`config.mk`:
```
export PLATFORM = sky130hd
export DESIGN_NAME = seg7_scan_driver
export DESIGN_NICKNAME = d
export VERILOG_FILES = /design/src/rtl/seg7_scan_driver.sv
export SDC_FILE = /design/constraint.sdc
export NUM_CORES = 1
export LEC_CHECK = 0
export ABC_AREA = 1
export CORE_ASPECT_RATIO = 0.6
export CORE_MARGIN = 4
export CORE_UTILIZATION = 46
export DETAILED_ROUTE_END_ITERATION = 8
export DONT_BUFFER_PORTS = 1
export PLACE_DENSITY = 0.7
export SLEW_MARGIN = 30
export SYNTH_ARGS = -nofsm -noshare
export SYNTH_HDL_FRONTEND = slang
export SYNTH_SLANG_ARGS = --single-unit
```
`constraint.sdc`:
```
create_clock -name clk -period 1.67 [get_ports clk]
set_input_delay 0.334 -clock clk [delete_from_list [all_inputs] [get_ports clk]]
set_output_delay 0.334 -clock clk [all_outputs]
set_load 0.005 [all_outputs]
```
`src/rtl/seg7_scan_driver.sv`:
```
// seg7_scan_driver: multiplexed DIGITS-digit hex display driver with anti-ghost
// blanking, leading-zero suppression and frame-synchronous (tear-free) updates.
module seg7_scan_driver #(
   parameter int DIGITS     = 4,
   parameter int SCAN_DIV   = 1000,
   parameter int GHOST_CYC  = 8,
   parameter int ACTIVE_LOW = 0,
   parameter int LZ_BLANK   = 1
) (
   input  logic                clk,
   input  logic                rst_n,
   input  logic                in_valid,
   output logic                in_ready,
   input  logic [4*DIGITS-1:0] in_value,
   input  logic [DIGITS-1:0]   in_dp,
   input  logic [DIGITS-1:0]   in_blank,
   output logic [6:0]          seg,
   output logic                dp,
   output logic [DIGITS-1:0]   dig_en,
   output logic                frame_tick
);

   localparam int            CW        = (SCAN_DIV > 1) ? $clog2(SCAN_DIV) : 1;
   localparam int            IW        = $clog2(DIGITS);
   localparam logic [CW-1:0] CNT_LAST  = CW'(SCAN_DIV - 1);
   localparam logic [CW-1:0] GHOST_END = CW'(GHOST_CYC);
   localparam logic [IW-1:0] DIG_LAST  = IW'(DIGITS - 1);
   localparam logic          INV       = (ACTIVE_LOW != 0);

   function automatic logic [6:0] hex7(input logic [3:0] n);
      case (n)
         4'h0:    return 7'b0111111;
         4'h1:    return 7'b0000110;
         4'h2:    return 7'b1011011;
         4'h3:    return 7'b1001111;
         4'h4:    return 7'b1100110;
         4'h5:    return 7'b1101101;
         4'h6:    return 7'b1111101;
         4'h7:    return 7'b0000111;
         4'h8:    return 7'b1111111;
         4'h9:    return 7'b1101111;
         4'hA:    return 7'b1110111;
         4'hB:    return 7'b1111100;
         4'hC:    return 7'b0111001;
         4'hD:    return 7'b1011110;
         4'hE:    return 7'b1111001;
         default: return 7'b1110001;
      endcase
   endfunction

   logic [CW-1:0]       div_cnt;
   logic [IW-1:0]       dig_idx;
   logic                frame_end;

   logic [4*DIGITS-1:0] disp_value;
   logic [DIGITS-1:0]   disp_dp;
   logic [DIGITS-1:0]   disp_blank;
   logic [4*DIGITS-1:0] pend_value;
   logic [DIGITS-1:0]   pend_dp;
   logic [DIGITS-1:0]   pend_blank;
   logic                pend_full;

   logic                upper_zero;
   logic [DIGITS-1:0]   lz_mask;
   logic [6:0]          digit_seg [DIGITS];
   logic [DIGITS-1:0]   digit_dp;

   logic [6:0]          seg_q;
   logic                dp_q;
   logic [DIGITS-1:0]   dig_en_q;

   assign frame_end = (div_cnt == CNT_LAST) && (dig_idx == DIG_LAST);
   assign in_ready  = ~pend_full;

   // Slot timing: div_cnt runs through one digit slot, dig_idx walks the digits.
   always_ff @(posedge clk or negedge rst_n) begin
      if (!rst_n) begin
         div_cnt <= '0;
         dig_idx <= '0;
      end else if (div_cnt == CNT_LAST) begin
         // NOTE: state registers use non-blocking assignment so every flop samples pre-edge values.
         div_cnt <= '0;
         dig_idx <= (dig_idx == DIG_LAST) ? '0 : dig_idx + IW'(1);
      end else begin
         div_cnt <= div_cnt + CW'(1);
      end
   end

   // One-entry pending buffer; it only drains into the display at the frame boundary,
   // so a frame is always rendered from a single coherent value.
   always_ff @(posedge clk or negedge rst_n) begin
      if (!rst_n) begin
         pend_full  <= 1'b0;
         pend_value <= '0;
         pend_dp    <= '0;
         pend_blank <= '0;
         disp_value <= '0;
         disp_dp    <= '0;
         disp_blank <= '0;
      end else if (in_valid && in_ready) begin
         pend_full  <= 1'b1;
         pend_value <= in_value;
         pend_dp    <= in_dp;
         pend_blank <= in_blank;
      end else if (frame_end && pend_full) begin
         pend_full  <= 1'b0;
         disp_value <= pend_value;
         disp_dp    <= pend_dp;
         disp_blank <= pend_blank;
      end
   end

   // Leading-zero mask: digit k>0 is dark while every nibble from k upward is zero.
   always_comb begin
      // NOTE: defaults first so no path leaves a combinational signal unassigned (no latch).
      upper_zero = 1'b1;
      lz_mask    = '0;
      if (LZ_BLANK != 0) begin
         for (int k = DIGITS - 1; k > 0; k--) begin
            upper_zero = upper_zero & (disp_value[4*k +: 4] == 4'h0);
            lz_mask[k] = upper_zero;
         end
      end
   end

   always_comb begin
      digit_dp = '0;
      for (int k = 0; k < DIGITS; k++) begin
         digit_seg[k] = (disp_blank[k] || lz_mask[k]) ? 7'h00 : hex7(disp_value[4*k +: 4]);
         digit_dp[k]  = disp_dp[k] & ~disp_blank[k];
      end
   end

   always_ff @(posedge clk or negedge rst_n) begin
      if (!rst_n) begin
         seg_q      <= '0;
         dp_q       <= 1'b0;
         dig_en_q   <= '0;
         frame_tick <= 1'b0;
      end else begin
         seg_q      <= digit_seg[dig_idx];
         dp_q       <= digit_dp[dig_idx];
         dig_en_q   <= (div_cnt < GHOST_END) ? '0 : (DIGITS'(1) << dig_idx);
         frame_tick <= frame_end;
      end
   end

   // Polarity is applied after the registers so reset drives every pin inactive.
   assign seg    = seg_q ^ {7{INV}};
   assign dp     = dp_q ^ INV;
   assign dig_en = dig_en_q ^ {DIGITS{INV}};

endmodule
```
==> qor.txt <==
Status: complete, but fails checks
Violations in the final reports: hold timing
Num Clock Sinks: 74
Top cells by instance count after synthesis: 109 x nand2_1, 74 x dfrtp_1, 66 x nor2_1, 55 x inv_1, 53 x nand3_1
Final Util: 57.2%
Sequential Power Share: 45.2%
Syn Nets: 569
Via/cell ratio: 5.19
Cts bufs inserted: 9
Internal power: 3.16 mW
Switching share of power: 20.4%
Longest Clk Path Bufs: 2
Final wirelength: 10.1 mm
Die area: 0.0110 sq mm
Gate Count Post-Synth: 514
Root Buffer: clkbuf_16
DP HPWL: 7.21 mm
Synth Register Bits: 74
Pin count of the biggest net entering global routing: 75
Drc violations: 0
DR vias: 3442
DP Area: 0.00453 sq mm
CTS H-tree lvls: 3
DRT antenna net count: 0
Die Y: 82.7 um
Worst Hold Slack: -0.319 ns
Multi-input logic area: 0.00212 sq mm
WP data required: 1.90 ns
CTS tree: yes
Arrival @ worst endpoint: 1.84 ns
Area Overhead vs Synth: 17.4%
Startpoint Class: flip-flop
Hold Vio Cnt, Final: 74
Fill count: 779
Final Max Tran Viols: 0
Slew headroom: 78.0%
Asr flop ratio synth: 100%
Crit-path max FO: 10
Number of antenna violations at the first check in global routing: 0
Min Tclk post-route: 1.61 ns
Post-synth EDFFs: 0
Port Buffers: 0
DRT iter0 DRCs: 223
Final Wtd Congestion: 0.921
Total gr overflow: 0
Number of placement rows: 26
Top Ports: 41
Leak: 2.47 nW
Gr usage total: 19.2%
First-pass GRT wire length: 16.3 mm
Share of cells above drive strength 1: 23.2%
Worst clock skew: 0.00517 ns
PnR Total Power: 3.97 mW
Final worst path period share: 96.3%
Mapped Area: 0.00428 sq mm
Flop2flop setup slack: 0.06 ns
Slew @ Worst Pin: 0.327 ns
Dominant cell type by area after synthesis: dfrtp_1
Design Area, Final: 0.00502 sq mm
Critical path type: flip-flop to flip-flop
Min-delay worst type: input pin to asynchronous set/reset pin
Switch Pwr: 0.808 mW
Yosys top cell area share: 43.3%
Syn_area_per_cell: 8.32 sq um
Pwr dens: 791 mW/mm^2
Synth Flop Type: dfrtp_1
Yosys Warn Count: 0
Clk_lat worst skew: 0.35 ns
# setup viols final: 0
Wire per inst: 15.2 um
Clock Power Share: 54.8%
Top cells by area, synth: dfrtp_1 43%, nand2_1 9.6%, ha_1 8.2%, mux2_2 6.3%, nand3_1 6.2%
Post-synth cell types: 32
CTS clk-pin slew, worst paths: 0.06 ns
Seq. cell area: 0.00185 sq mm
Vias in the first global route: 3210
Layout net count: 601
Core box area: 0.00878 sq mm
Post-synthesis sequential area ratio: 43.3%
First-pass iteration count of the detailed router: 5
Most common cell in the netlist: nand2_1
F_max: 0.622 GHz
Chip Width: 132 um
Max-cap violations: 0
Combinational share of power: 0%
Antenna cells: 0
Initial Utilization: 48.7%
Worst VDD drop: 0.612 mV
CP Capture Type: flip-flop
[cell families after synthesis]
family	synth area share, %
flops	43.3
fa+ha+maj	8.19
xor+xnor	0.410
mux	6.32
buf+inv	7.66
compound gates	8.28
simple gates	25.9
[layout make-up]
| class | instances | share of cell area [%] |
|---|---|---|
| multi-input combinational | 365 | 42.2 |
| inverter | 59 | 4.41 |
| clock buffer | 10 | 4.76 |
| sequential | 74 | 36.9 |
| tap | 112 | 2.79 |
| timing repair buffer | 37 | 6.95 |
| clock inverter | 6 | 1.94 |
[worst max-delay path: stages, from the launching register on]
cell and delay (ns):
dfrtp_1 0.39, ha_2 0.19, nand2_1 0.07, nor2_2 0.13, nand2_4 0.10, nor3_4 0.22, buf_4 0.17, buf_6 0.17
o21ai_2 0.06
[sequential cells by signal, summed over array words and instances, names as in the netlist]
name and flops:
disp_value 16, pend_value 16, div_cnt 10, seg 7
dig_en 4, disp_blank 4, disp_dp 4, pend_blank 4
pend_dp 4, dig_idx 2, dp 1, frame_tick 1
pend_full 1
[layer usage]
metal | global-route usage, % | up-vias | wire (um)
met5 | 0 | - | 0
met4 | 6.54 | 0 | 146
met3 | 5.99 | 13 | 811
met2 | 25.8 | 125 | 3970
met1 | 28.8 | 1605 | 5140
li1 | - | 1699 | -
[layout by cell type (no fill, tap or decap), types with 2 or more instances in the layout]
master,instances
a21oi_1,7
nor3_1,2
o21ai_0,25
dfrtp_1,73
inv_1,51
buf_6,3
nand3_2,2
ha_2,3
bufinv_16,2
clkbuf_16,11
ha_1,25
nor2_1,64
clkinv_4,2
xor2_1,2
o21ai_2,16
nand3_1,51
clkinv_1,2
buf_12,2
inv_2,6
nor2_2,2
o21ai_1,6
mux2_2,24
nand2_1,109
nand2_2,16
buf_4,30
[power by group through the flow]
stage / sequential, mW / clock (mW) / combinational (mW)
floorplan: 1.83 / 0 / 0.000632
global placement: 1.83 / 0 / 0.000632
detailed placement: 1.83 / 0 / 0.000632
CTS: 1.79 / 2.22 / 0.000632
global route: 1.79 / 2.32 / 0.000632
finish: 1.79 / 2.18 / 0.000632
[path summary, 6_finish.rpt]
| path | from | cells past startpoint | endpoint |
|---|---|---|---|
| min reg2reg | pend_value[1]$_DFFE_PN0P_ | 2 | disp_value[1]$_DFFE_PN0P_ |
| max | div_cnt[0]$_DFF_PN0_ | 8 | disp_blank[1]$_DFFE_PN0P_ |
| min | rst_n | 0 | pend_dp[2]$_DFFE_PN0P_ |
| max in group asynchronous | rst_n | 0 | seg[0]$_DFF_PN0_ |
| min in group clk | in_value[4] | 1 | pend_value[4]$_DFFE_PN0P_ |
| max reg2reg | div_cnt[0]$_DFF_PN0_ | 8 | disp_blank[1]$_DFFE_PN0P_ |
[repair_timing]
item | 4_1_cts | 5_1_grt
endpoints found under the hold margin | 74 | 74
setup buffers | 0 | 8
gates resized for setup | 0 | 16
setup endpoints to repair | 0 | 31
[metrics by stage]
stage                     cells  setup WS [ns]  TNS, ns
after detailed placement    636         0.0169        0
after CTS                   652        0.00242        0
after global routing        663        -0.0263   -0.379
final                       663         0.0625        0
after floorplan             514          0.202        0
after global placement      636         0.0540        0
No activity file was read; power rests on OpenSTA's default activity.
